$ cat src/rtl/vga_timing_gen_if.sv
// Raster bus from the timing source into the overlay chain.
interface vga_timing_gen_if;
  logic [10:0] hcount;
  logic        hsync;
  logic        hblnk;
  logic [10:0] vcount;
  logic        vsync;
  logic        vblnk;
  logic [11:0] rgb;

  modport master (output hcount, hsync, hblnk, vcount, vsync, vblnk, rgb);
  modport slave  (input  hcount, hsync, hblnk, vcount, vsync, vblnk, rgb);
endinterface

$ cat src/rtl/vga_timing_gen.sv
// Free-running raster generator for 1024x768@60 with line/frame strobes and a frame counter.
// Sync, blank and strobes are decoded from the next-count values so every field lines up.
module vga_timing_gen #(
  parameter int H_ACTIVE = 1024,
  parameter int H_FP     = 24,
  parameter int H_SYNC   = 136,
  parameter int H_BP     = 160,
  parameter int V_ACTIVE = 768,
  parameter int V_FP     = 3,
  parameter int V_SYNC   = 6,
  parameter int V_BP     = 29
) (
  input  logic               clk,
  input  logic               rst,
  vga_timing_gen_if.master   out,
  output logic               frame_start,
  output logic               line_start,
  output logic [15:0]        frame_cnt
);
  localparam int H_TOTAL = H_ACTIVE + H_FP + H_SYNC + H_BP;
  localparam int V_TOTAL = V_ACTIVE + V_FP + V_SYNC + V_BP;

  if ((H_TOTAL > 2048) || (V_TOTAL > 2048)) begin : g_param_check
    $error("vga_timing_gen: H_TOTAL and V_TOTAL must not exceed 2048");
  end

  localparam logic [10:0] H_LAST       = 11'(H_TOTAL - 1);
  localparam logic [10:0] H_BLANK_FROM = 11'(H_ACTIVE);
  localparam logic [10:0] H_SYNC_FROM  = 11'(H_ACTIVE + H_FP);
  localparam logic [10:0] H_SYNC_TO    = 11'(H_ACTIVE + H_FP + H_SYNC - 1);
  localparam logic [10:0] V_LAST       = 11'(V_TOTAL - 1);
  localparam logic [10:0] V_BLANK_FROM = 11'(V_ACTIVE);
  localparam logic [10:0] V_SYNC_FROM  = 11'(V_ACTIVE + V_FP);
  localparam logic [10:0] V_SYNC_TO    = 11'(V_ACTIVE + V_FP + V_SYNC - 1);

  logic [10:0] hcount_q, hcount_d;
  logic [10:0] vcount_q, vcount_d;
  logic        hsync_q, hsync_d;
  logic        hblnk_q, hblnk_d;
  logic        vsync_q, vsync_d;
  logic        vblnk_q, vblnk_d;
  logic        line_start_q, line_start_d;
  logic        frame_start_q, frame_start_d;
  logic [15:0] frame_cnt_q, frame_cnt_d;

  always_comb begin
    hcount_d = hcount_q + 11'd1;
    vcount_d = vcount_q;
    if (hcount_q == H_LAST) begin
      hcount_d = '0;
      vcount_d = (vcount_q == V_LAST) ? '0 : vcount_q + 11'd1;
    end

    hblnk_d = (hcount_d >= H_BLANK_FROM);
    hsync_d = (hcount_d >= H_SYNC_FROM) && (hcount_d <= H_SYNC_TO);
    vblnk_d = (vcount_d >= V_BLANK_FROM);
    vsync_d = (vcount_d >= V_SYNC_FROM) && (vcount_d <= V_SYNC_TO);

    // The count leaving reset is never 0, so no strobe fires on release.
    line_start_d  = (hcount_d == '0);
    frame_start_d = line_start_d && (vcount_d == '0);
    frame_cnt_d   = frame_cnt_q + {15'd0, frame_start_d};
  end

  always_ff @(posedge clk) begin
    if (rst) begin
      hcount_q      <= '0;
      vcount_q      <= '0;
      hsync_q       <= 1'b0;
      hblnk_q       <= 1'b0;
      vsync_q       <= 1'b0;
      vblnk_q       <= 1'b0;
      line_start_q  <= 1'b0;
      frame_start_q <= 1'b0;
      frame_cnt_q   <= '0;
    end else begin
      hcount_q      <= hcount_d;
      vcount_q      <= vcount_d;
      hsync_q       <= hsync_d;
      hblnk_q       <= hblnk_d;
      vsync_q       <= vsync_d;
      vblnk_q       <= vblnk_d;
      line_start_q  <= line_start_d;
      frame_start_q <= frame_start_d;
      frame_cnt_q   <= frame_cnt_d;
    end
  end

  assign out.hcount  = hcount_q;
  assign out.vcount  = vcount_q;
  assign out.hsync   = hsync_q;
  assign out.hblnk   = hblnk_q;
  assign out.vsync   = vsync_q;
  assign out.vblnk   = vblnk_q;
  assign out.rgb     = 12'h000;
  assign line_start  = line_start_q;
  assign frame_start = frame_start_q;
  assign frame_cnt   = frame_cnt_q;
endmodule

$ cat src/flat_wrapper.sv
// flat-port wrapper written by rule: the top's interface ports become plain ports
module vga_timing_gen_flat 
#(
  parameter int H_ACTIVE = 1024,
  parameter int H_FP     = 24,
  parameter int H_SYNC   = 136,
  parameter int H_BP     = 160,
  parameter int V_ACTIVE = 768,
  parameter int V_FP     = 3,
  parameter int V_SYNC   = 6,
  parameter int V_BP     = 29
)
  (clk, rst, frame_start, line_start, frame_cnt, out_hcount, out_hsync, out_hblnk, out_vcount, out_vsync, out_vblnk, out_rgb);
  vga_timing_gen_if out_i ();
  input  logic clk;
  input  logic rst;
  output logic frame_start;
  output logic line_start;
  output logic [15:0] frame_cnt;
  output wire logic [$bits(out_i.hcount)-1:0] out_hcount;
  output wire logic [$bits(out_i.hsync)-1:0] out_hsync;
  output wire logic [$bits(out_i.hblnk)-1:0] out_hblnk;
  output wire logic [$bits(out_i.vcount)-1:0] out_vcount;
  output wire logic [$bits(out_i.vsync)-1:0] out_vsync;
  output wire logic [$bits(out_i.vblnk)-1:0] out_vblnk;
  output wire logic [$bits(out_i.rgb)-1:0] out_rgb;
  assign out_hcount = out_i.hcount;
  assign out_hsync = out_i.hsync;
  assign out_hblnk = out_i.hblnk;
  assign out_vcount = out_i.vcount;
  assign out_vsync = out_i.vsync;
  assign out_vblnk = out_i.vblnk;
  assign out_rgb = out_i.rgb;
  vga_timing_gen #(.H_ACTIVE(H_ACTIVE), .H_FP(H_FP), .H_SYNC(H_SYNC), .H_BP(H_BP), .V_ACTIVE(V_ACTIVE), .V_FP(V_FP), .V_SYNC(V_SYNC), .V_BP(V_BP)) u_core (.clk(clk), .rst(rst), .out(out_i), .frame_start(frame_start), .line_start(line_start), .frame_cnt(frame_cnt));
endmodule
$ cat config.mk
export PLATFORM = sky130hd
export DESIGN_NAME = vga_timing_gen_flat
export DESIGN_NICKNAME = d
export VERILOG_FILES = /design/src/rtl/vga_timing_gen_if.sv /design/src/rtl/vga_timing_gen.sv /design/src/flat_wrapper.sv
export SDC_FILE = /design/constraint.sdc
export NUM_CORES = 1
export LEC_CHECK = 0
export BUFFER_PORTS_ARGS = -buffer_cell sky130_fd_sc_hd__clkbuf_2
export CAP_MARGIN = 20
export CORE_MARGIN = 10
export CORE_UTILIZATION = 30
export DETAILED_ROUTE_END_ITERATION = 7
export GPL_ROUTABILITY_DRIVEN = 0
export PLACE_DENSITY = 0.52
export SLEW_MARGIN = 25
export SYNTH_ARGS = -nofsm -noshare
export SYNTH_HDL_FRONTEND = slang
export SYNTH_SLANG_ARGS = --single-unit
$ cat constraint.sdc
create_clock -name clk -period 4.9 [get_ports clk]
set_input_delay 0 -clock clk [delete_from_list [all_inputs] [get_ports clk]]
set_output_delay 0 -clock clk [all_outputs]
set_load 0.005 [all_outputs]
==> results of run 1 <==
metal layers:
layer | routed length (um) | part of all wire (%)
met4 | 85 | 1.4
met2 | 2700 | 44
met5 | 0 | 0
met3 | 346 | 5.6
met1 | 3020 | 49
kinds of logic after synthesis:
logic type | count (synthesis) | synth area share [%]
flip-flops | 44 | 35.3
multiplexers | 1 | 0.401
buffers and inverters | 33 | 8.93
AO/OA/AOI/OAI | 39 | 12.3
adder cells (fa/ha/maj) | 7 | 3.51
AND/OR/NAND/NOR | 131 | 29.2
XOR/XNOR | 29 | 10.2
other | 1 | 0.150
state kept, by name, summed over array words and instances (netlist names):
register and count:
u_core.line_start 1, u_core.out.vblnk 1, u_core.out.vcount 11, u_core.out.hsync 1, u_core.out.vsync 1, u_core.frame_start 1, u_core.out.hcount 11, u_core.out.hblnk 1
u_core.frame_cnt 16
cells in the final DEF, fill, tap and decap left out, types with 6 or more instances in the layout:
master	synthesis	final
dfxtp_1	44	44
xnor2_1	11	11
nand2_1	15	15
o21ai_0	6	6
xor2_1	18	18
nand4_1	6	6
nand3_1	16	16
a21oi_1	8	8
nor3_1	14	14
clkbuf_2	0	45
nor2_1	40	40
conb_1	1	12
ha_1	7	7
worst max-delay path, delay by kind of cell (launching register included):
family / cells / cell delay [ps]
flip-flops: 1 / 480
adder cells (fa/ha/maj): 2 / 580
XOR/XNOR: 1 / 140
AND/OR/NAND/NOR: 10 / 2150
AO/OA/AOI/OAI: 1 / 460
through the flow:
step                power (uW)  util, %  area [um2]  worst slack, ps
floorplan                  398        -        2530             1410
global placement           397     33.2        2700             1140
detailed placement         398     33.2        2700              949
CTS                        693     34.6        2820              921
global route               713     34.6        2820              596
finish                     683     34.6        2820              934
area by class of cell:
cell class              instances  area share (%)
clock inverters                 3            1.64
clock buffers                   5            2.44
flip-flops and latches         44            31.3
well taps                     105            4.66
inverters                       5           0.666
repair buffers                 47            8.53
multi-input cells             219            50.8
power groups by stage:
stage / clock network, uW / logic [uW] / registers (uW)
global placement: 0 / 23.5 / 374
floorplan: 0 / 26.1 / 372
detailed placement: 0 / 23.6 / 374
global route: 320 / 27.0 / 367
CTS: 304 / 23.6 / 366
finish: 294 / 23.4 / 366
worst min-delay path by stage:
stage                                                 end  depth (start not counted)
after floorplan            u_core.frame_cnt[0]$_SDFF_PP0_                          2
after global placement                          out_vblnk                          1
after detailed placement                        out_vblnk                          1
after CTS                 u_core.out.hcount[1]$_SDFF_PP0_                          2
after global routing       u_core.frame_cnt[7]$_SDFF_PP0_                          2
final                     u_core.out.hcount[1]$_SDFF_PP0_                          2
==> results.yml, run 1 <==
status:
  status: "finished clean"
finish:
  fin_nets: 331
  area_growth_pct: 13.0
  diodes: 0
  drive_above_1_share_pct: 21.1
  seqCellArea_um2: 881
  fin_cells: 428
  multiInputGateArea_mm2: 0.00143
  nFillCells: 844
timing:
  slew_viol_final: 0
  hold_slack_ps: 318
  hold_viol: 0
  period_needed_ps: 3970
  tightest_slew_ps: 761
  finalCritPeriodShare_pct: 80.9
  finalSetupViolCount: 0
  setup_tns_ps: 0
  skew_ps: 12.8
  max_freq_mhz: 252
  maxSlewHeadroom_pct: 48.8
  rsz0062_at_grt: "no"
power_and_ir_drop:
  p_sw_uw: 161
  p_int_uw: 522
  p_leak_uw: 0.00112
  combPwrFrac_pct: 3.4
  swShare_pct: 23.5
  ir_drop_uv: 143
  clkPwrFrac_pct: 43.0
  seq_power_share_pct: 53.6
  p_per_area_mw_per_mm2: 242
cts:
  cts_tree: "done"
  cts.repair.resized: 0
  clkSlewWorstSetupHoldPaths_ps: 100
  cts_hold_buf: 0
  cts_buffer_depth: 2
  clk-insertion-delay-late_ps: 300
  cts_max_level: 2
  cts_setup_buffers: 0
  numCtsBuffers: 5
  clock_sinks: 44
  cts-root-buf: "clkbuf_8"
synth:
  synth_top_area_cell: "dfxtp_1"
  synth_common_cells: "44 x dfxtp_1, 40 x nor2_1, 18 x xor2_1, 16 x nand3_1, 15 x nand2_1"
  syn_avg_cell_area_um2: 8.75
  ys_types: 57
  synthFlopType: "dfxtp_1"
  synth_edf_count: 0
  syn-cell-area_mm2: 0.00249
  netlist.area_leader.share_pct: 35.3
  ys_ff_latch: 44
  yosysWarnings: 0
  synth_cells: 285
  async_reset_ff_share_pct: 0
  seq_area_frac_synth_pct: 35.3
  synth.most_common_cell: "dfxtp_1"
  yosys-top-cells-area: "dfxtp_1 35%, xor2_1 6.3%, nor2_1 6.0%"
critical_path:
  reg2reg_to: "u_core.frame_cnt[15]$_SDFF_PP0_"
  worstSetupPathType: "reg2reg"
  r2r_start: "u_core.out.hcount[0]$_SDFF_PP0_"
  crit_start: "u_core.out.hcount[0]$_SDFF_PP0_"
  worstPathCellList: "ha_1 > nand3_4 > or4_4 > o21ai_0 > and2_2 > nand3_1 > nor3_1 > ha_1 > nand3_1 > nor2_1 > and4_1 > nand3_1 > xor2_1 > nor2_1"
  worstSetupEndpoint: "u_core.frame_cnt[15]$_SDFF_PP0_"
  rrSetupSlack_ps: 930
  cp.required_ps: 5080
  cp_common_cell: "nand3_1"
  cpMaxStageDelayCell: "or4_4"
  worstSetupStartpointType: "register"
  worstSetupEndpointType: "register"
  path_max_fanout: 12
  worstRegToRegCells: 14
  cp_data_arrival_time_ps: 4140
  slowest_delay_ps: 610
global_route:
  met3_usage_pct: 3.41
  grt_usage_pct: 9.79
  grt.met2_usage_pct: 14.8
  grt_pass1_wl_um: 10400
  antenna_found_initial: 0
  overflow: 0
  grt_pass1_vias: 2025
  grt.busiest_layer: "met2"
  use_met1_pct: 12.6
  grt_max_degree: 35
hold_path:
  min_from: "rst"
  hold_class: "in2reg"
placed_design:
  io_buffers: 45
  dp_hpwl_um: 4550
  place_inst: 420
drt:
  final_antenna_net_count: 0
  routed_wl_um: 6160
  vias: 2069
  routedWlPerCell_um: 14.4
  vias_per_cell: 4.83
  drt-pass1-iter-count: 4
  drc: 0
  drt-initial-drc-count: 63
die:
  rows: 33
  dieArea_mm2: 0.0124
  die_y_um: 111
  die_x_um: 111
  io_pins: 58
  initial_utilization_pct: 30.7
  core_area_mm2: 0.00813
run:
  maxCapViolations: 0
No activity file was read; power rests on OpenSTA's default activity.
==> inputs of run 2 (changes only) <==
--- a/config.mk
+++ b/config.mk
@@ -11,7 +11,7 @@
 export CORE_UTILIZATION = 30
 export DETAILED_ROUTE_END_ITERATION = 7
 export GPL_ROUTABILITY_DRIVEN = 0
-export PLACE_DENSITY = 0.52
+export PLACE_DENSITY = 0.53
 export SLEW_MARGIN = 25
 export SYNTH_ARGS = -nofsm -noshare
 export SYNTH_HDL_FRONTEND = slang
==> constraint.sdc (replaced) <==
create_clock -name clk -period 3.62 [get_ports clk]
set_input_delay 0 -clock clk [delete_from_list [all_inputs] [get_ports clk]]
set_output_delay 0 -clock clk [all_outputs]
set_load 0.005 [all_outputs]
==> results.yml, run 2 (synthesis results as in run 1) <==
critical_path:
  worstPathCellList: "nand4bb_4 > or4_4 > o31a_2 > nor3_1 > a31oi_1 > nor3_2 > ha_1 > nand3_1 > nor2_2 > and4_1 > nand3_1 > xor2_1 > nor2_1"
  slowest_delay_ps: 570
  worstSetupEndpoint: "u_core.frame_cnt[15]$_SDFF_PP0_"
  worstSetupEndpointType: "register"
  worstRegToRegCells: 13
  cp_common_cell: "nand3_1"
  reg2reg_to: "u_core.frame_cnt[15]$_SDFF_PP0_"
  cpMaxStageDelayCell: "or4_4"
  path_max_fanout: 6
  cp.required_ps: 3790
  crit_start: "u_core.out.hcount[9]$_SDFF_PP0_"
  rrSetupSlack_ps: 250
  cp_data_arrival_time_ps: 3540
  worstSetupPathType: "reg2reg"
  r2r_start: "u_core.out.hcount[9]$_SDFF_PP0_"
  worstSetupStartpointType: "register"
drt:
  routed_wl_um: 6310
  vias: 2191
  drt-pass1-iter-count: 4
  drt-initial-drc-count: 65
  routedWlPerCell_um: 14.2
  final_antenna_net_count: 0
  vias_per_cell: 4.92
  drc: 0
power_and_ir_drop:
  ir_drop_uv: 158
  p_per_area_mw_per_mm2: 313
  p_leak_uw: 0.00120
  total_power_uw: 927
cts:
  numCtsBuffers: 5
  clock_sinks: 44
  cts_tree: "done"
  cts_max_level: 2
  clk-insertion-delay-late_ps: 300
  cts_hold_buf: 0
  clkSlewWorstSetupHoldPaths_ps: 90
  cts-root-buf: "clkbuf_8"
  cts_buffer_depth: 2
die:
  die_y_um: 111
  core_area_mm2: 0.00813
  io_pins: 58
  rows: 33
  die_x_um: 111
  initial_utilization_pct: 30.7
  dieArea_mm2: 0.0124
finish:
  largest_reg_flops: 16
  diodes: 0
  final_common_cell: "clkbuf_2"
  area_growth_pct: 18.7
  drive_above_1_share_pct: 26.5
  utilization_pct: 36.4
  fin_nets: 348
  final_cell_mix: "45 x clkbuf_2, 42 x dfxtp_1, 38 x nor2_1"
timing:
  slew_viol_final: 0
  tightest_slew_ps: 722
  maxSlewHeadroom_pct: 51.9
  finalSetupViolCount: 0
  skew_ps: 6.94
  finalCritPeriodShare_pct: 93.1
  hold_viol: 0
  max_freq_mhz: 297
  period_needed_ps: 3370
global_route:
  grt_usage_pct: 9.67
  grt_max_degree: 35
  grt_pass1_vias: 2187
  overflow: 0
  grt_pass1_wl_um: 10400
  antenna_found_initial: 0
hold_path:
  hold_class: "in2reg"
  hold_depth: 2
placed_design:
  io_buffers: 45
  dp_hpwl_um: 4670
run:
  maxCapViolations: 0
status:
  status: "finished clean"
-- run 2: changes by cell type in the layout (fill, tap and decap cells not counted) --
cell | before | now
nor3_1 | 14 | 13
or4_2 | 0 | 1
dfxtp_2 | 0 | 2
nor2_1 | 40 | 38
buf_4 | 2 | 18
nor3_2 | 0 | 1
nor2_2 | 0 | 2
dfxtp_1 | 44 | 42
-- run 2: how the worst min path moves through the flow --
stage,from,to
global placement,u_core.out.vsync$_SDFF_PP0_,out_vsync
finish,rst,u_core.frame_cnt[15]$_SDFF_PP0_
global route,rst,u_core.frame_cnt[12]$_SDFF_PP0_
CTS,rst,u_core.frame_cnt[12]$_SDFF_PP0_
detailed placement,u_core.out.vsync$_SDFF_PP0_,out_vsync
floorplan,rst,u_core.frame_cnt[0]$_SDFF_PP0_
-- run 2: metrics by stage --
stage	setup WS, ps	instance area [um2]	hold slack, ps	setup TNS (ps)	cells
final	250	2960	344	0	445
after global routing	-28.4	2960	406	-28.8	445
after CTS	113	2920	359	0	442
after detailed placement	144	2810	376	0	434
after global placement	198	2810	377	0	434
after floorplan	128	2530	265	0	296
-- run 2: final cells by class --
class                   instances  area (um2)
flip-flops and latches         44         883
inverters                       5        18.8
fillers                       856        5170
well taps                     105         131
clock buffers                   5        68.8
repair buffers                 63         360
multi-input cells             220        1450
clock inverters                 3        46.3
-- run 2: repair_timing --
action                                  CTS  global route
gates resized for setup                   0             5
setup buffers                             0             2
endpoints found under the setup margin    0             6
-- run 2: critical path, delay by kind of cell, from the launching register on --
| kind | cells | cell delay [ps] |
|---|---|---|
| and+or+nand+nor | 9 | 1980 |
| xor gates and xnor gates | 1 | 150 |
| AOI/OAI and AO/OA | 2 | 510 |
| adders and majority gates | 1 | 210 |
| DFF | 1 | 380 |
-- run 2: power breakdown --
part / switching (uW) / internal [uW]
Combinational: 26.5 / 15.1
Sequential: 2.85 / 488
Clock: 186 / 208
Total: 216 / 711
-- run 2: routing by layer --
layer  vias to the layer above  track usage, %  part of all wire [%]  wire length [um]
met4                         0            2.40                  0.63                40
li1                       1092               -                     -                 -
met5                         -               0                     0                 0
met3                         4            2.60                   4.9               310
met1                      1044            11.9                    45              2850
met2                        51            16.2                    49              3110
==> inputs of run 3 (changes only) <==
--- a/config.mk
+++ b/config.mk
@@ -7,11 +7,12 @@
 export LEC_CHECK = 0
 export BUFFER_PORTS_ARGS = -buffer_cell sky130_fd_sc_hd__clkbuf_2
 export CAP_MARGIN = 20
+export CORE_ASPECT_RATIO = 1.75
 export CORE_MARGIN = 10
-export CORE_UTILIZATION = 30
+export CORE_UTILIZATION = 40
 export DETAILED_ROUTE_END_ITERATION = 7
 export GPL_ROUTABILITY_DRIVEN = 0
-export PLACE_DENSITY = 0.53
+export PLACE_DENSITY = 0.67
 export SLEW_MARGIN = 25
 export SYNTH_ARGS = -nofsm -noshare
 export SYNTH_HDL_FRONTEND = slang
==> results.yml, run 3 (synthesis results as in run 1) <==
placed_design:
  dp_hpwl_um: 5010
  place_inst: 407
  io_buffers: 45
  dpl-instance-area_mm2: 0.00276
power_and_ir_drop:
  total_power_uw: 889
  p_leak_uw: 0.00119
  ir_drop_uv: 164
  p_per_area_mw_per_mm2: 309
die:
  io_pins: 58
  initial_utilization_pct: 40.7
  core_area_mm2: 0.00613
  die_x_um: 79.7
  rows: 38
  dieArea_mm2: 0.00992
  die_y_um: 124
hold_path:
  min_from: "rst"
  hold_class: "in2reg"
  hold_end: "u_core.frame_cnt[4]$_SDFF_PP0_"
  hold_depth: 2
timing:
  setup_tns_ps: 0
  hold_viol: 0
  maxSlewHeadroom_pct: 47.1
  finalCritPeriodShare_pct: 95.9
  period_needed_ps: 3470
  max_freq_mhz: 288
  hold_slack_ps: 344
  slew_viol_final: 0
  skew_ps: 8.33
  tightest_slew_ps: 787
  finalSetupViolCount: 0
finish:
  fin_cells: 414
  nFillCells: 617
  final_area_mm2: 0.00288
  largest_reg_flops: 16
  fin_nets: 344
  final_common_cell: "clkbuf_2"
  final_cell_mix: "45 x clkbuf_2, 43 x dfxtp_1, 38 x nor2_1"
  diodes: 0
  area_growth_pct: 15.5
  drive_above_1_share_pct: 24.9
drt:
  routed_wl_um: 6460
  vias: 2180
  vias_per_cell: 5.27
  drc: 0
  drt-pass1-iter-count: 7
  drt-initial-drc-count: 127
  final_antenna_net_count: 0
  routedWlPerCell_um: 15.6
global_route:
  grt_usage_pct: 12.8
  overflow: 0
  grt_pass1_wl_um: 10200
  grt_max_degree: 35
  antenna_found_initial: 0
  grt_pass1_vias: 2115
critical_path:
  cp.required_ps: 3800
  cp_data_arrival_time_ps: 3650
  rrSetupSlack_ps: 150
  worstSetupEndpointType: "register"
  r2r_start: "u_core.out.hcount[9]$_SDFF_PP0_"
  worstSetupPathType: "reg2reg"
  worstSetupStartpointType: "register"
  path_max_fanout: 12
  reg2reg_to: "u_core.frame_cnt[15]$_SDFF_PP0_"
  worstRegToRegCells: 13
cts:
  cts_hold_buf: 0
  cts_buffer_depth: 2
  numCtsBuffers: 5
  cts-root-buf: "clkbuf_8"
  cts_max_level: 2
  cts_tree: "done"
  clock_sinks: 44
  clkSlewWorstSetupHoldPaths_ps: 80
  clk-insertion-delay-late_ps: 310
status:
  status: "finished clean"
run:
  maxCapViolations: 0
==> run 3: cell type report <==
cell class,instances,area [um2],area share (%)
Multi-Input combinational cell,219,1440,50.1
Sequential cell,44,882,30.6
Timing Repair Buffer,60,338,11.7
Tap cell,80,100,3.48
Clock buffer,5,68.8,2.39
Clock inverter,1,30.0,1.04
Inverter,5,18.8,0.652
==> run 3: per-layer routing <==
layer	global-route usage [%]	vias to the layer above	routed length (um)
met4	7.64	0	199
met3	2.67	16	314
met1	11.7	1017	2340
li1	-	1083	-
met2	24.3	64	3610
met5	0	-	0
==> run 3: stage by stage <==
stage | setup WS, ps | util [%]
floorplan | 128 | -
global placement | 212 | 45.0
detailed placement | 64.8 | 45.0
CTS | 61.9 | 46.6
global route | -10.9 | 46.9
finish | 148 | 46.9
==> run 3: worst max-delay path by stage <==
stage,from,end
after detailed placement,u_core.out.hcount[0]$_SDFF_PP0_,u_core.frame_cnt[15]$_SDFF_PP0_
after global routing,u_core.out.hcount[9]$_SDFF_PP0_,u_core.frame_cnt[15]$_SDFF_PP0_
after global placement,u_core.out.hcount[0]$_SDFF_PP0_,u_core.frame_cnt[12]$_SDFF_PP0_
after CTS,u_core.out.hcount[1]$_SDFF_PP0_,u_core.frame_cnt[15]$_SDFF_PP0_
after floorplan,u_core.out.hcount[0]$_SDFF_PP0_,u_core.frame_cnt[15]$_SDFF_PP0_
final,u_core.out.hcount[9]$_SDFF_PP0_,u_core.frame_cnt[15]$_SDFF_PP0_
==> run 3: timing repair <==
item,4_1_cts,5_1_grt
buffers inserted,0,1
hold endpoints to repair,0,0
setup endpoints to repair,0,6
gates resized for setup,0,4
==> run 3: power breakdown <==
group / total, uW / switching, uW / internal, uW
logic: 41.4 / 26.7 / 14.6
clock network: 357 / 159 / 198
registers: 491 / 2.68 / 488
==> run 3: worst max-delay path, cell delays in order (launching register included) <==
cell and delay (ps):
dfxtp_1 380, nand4bb_4 300, or4_4 600, o31a_2 390
nor3_1 190, a31oi_1 160, nor3_2 210, ha_1 190
nand3_1 170, nor2_2 220, and4_1 250, nand3_1 100
xor2_1 140, nor2_1 50
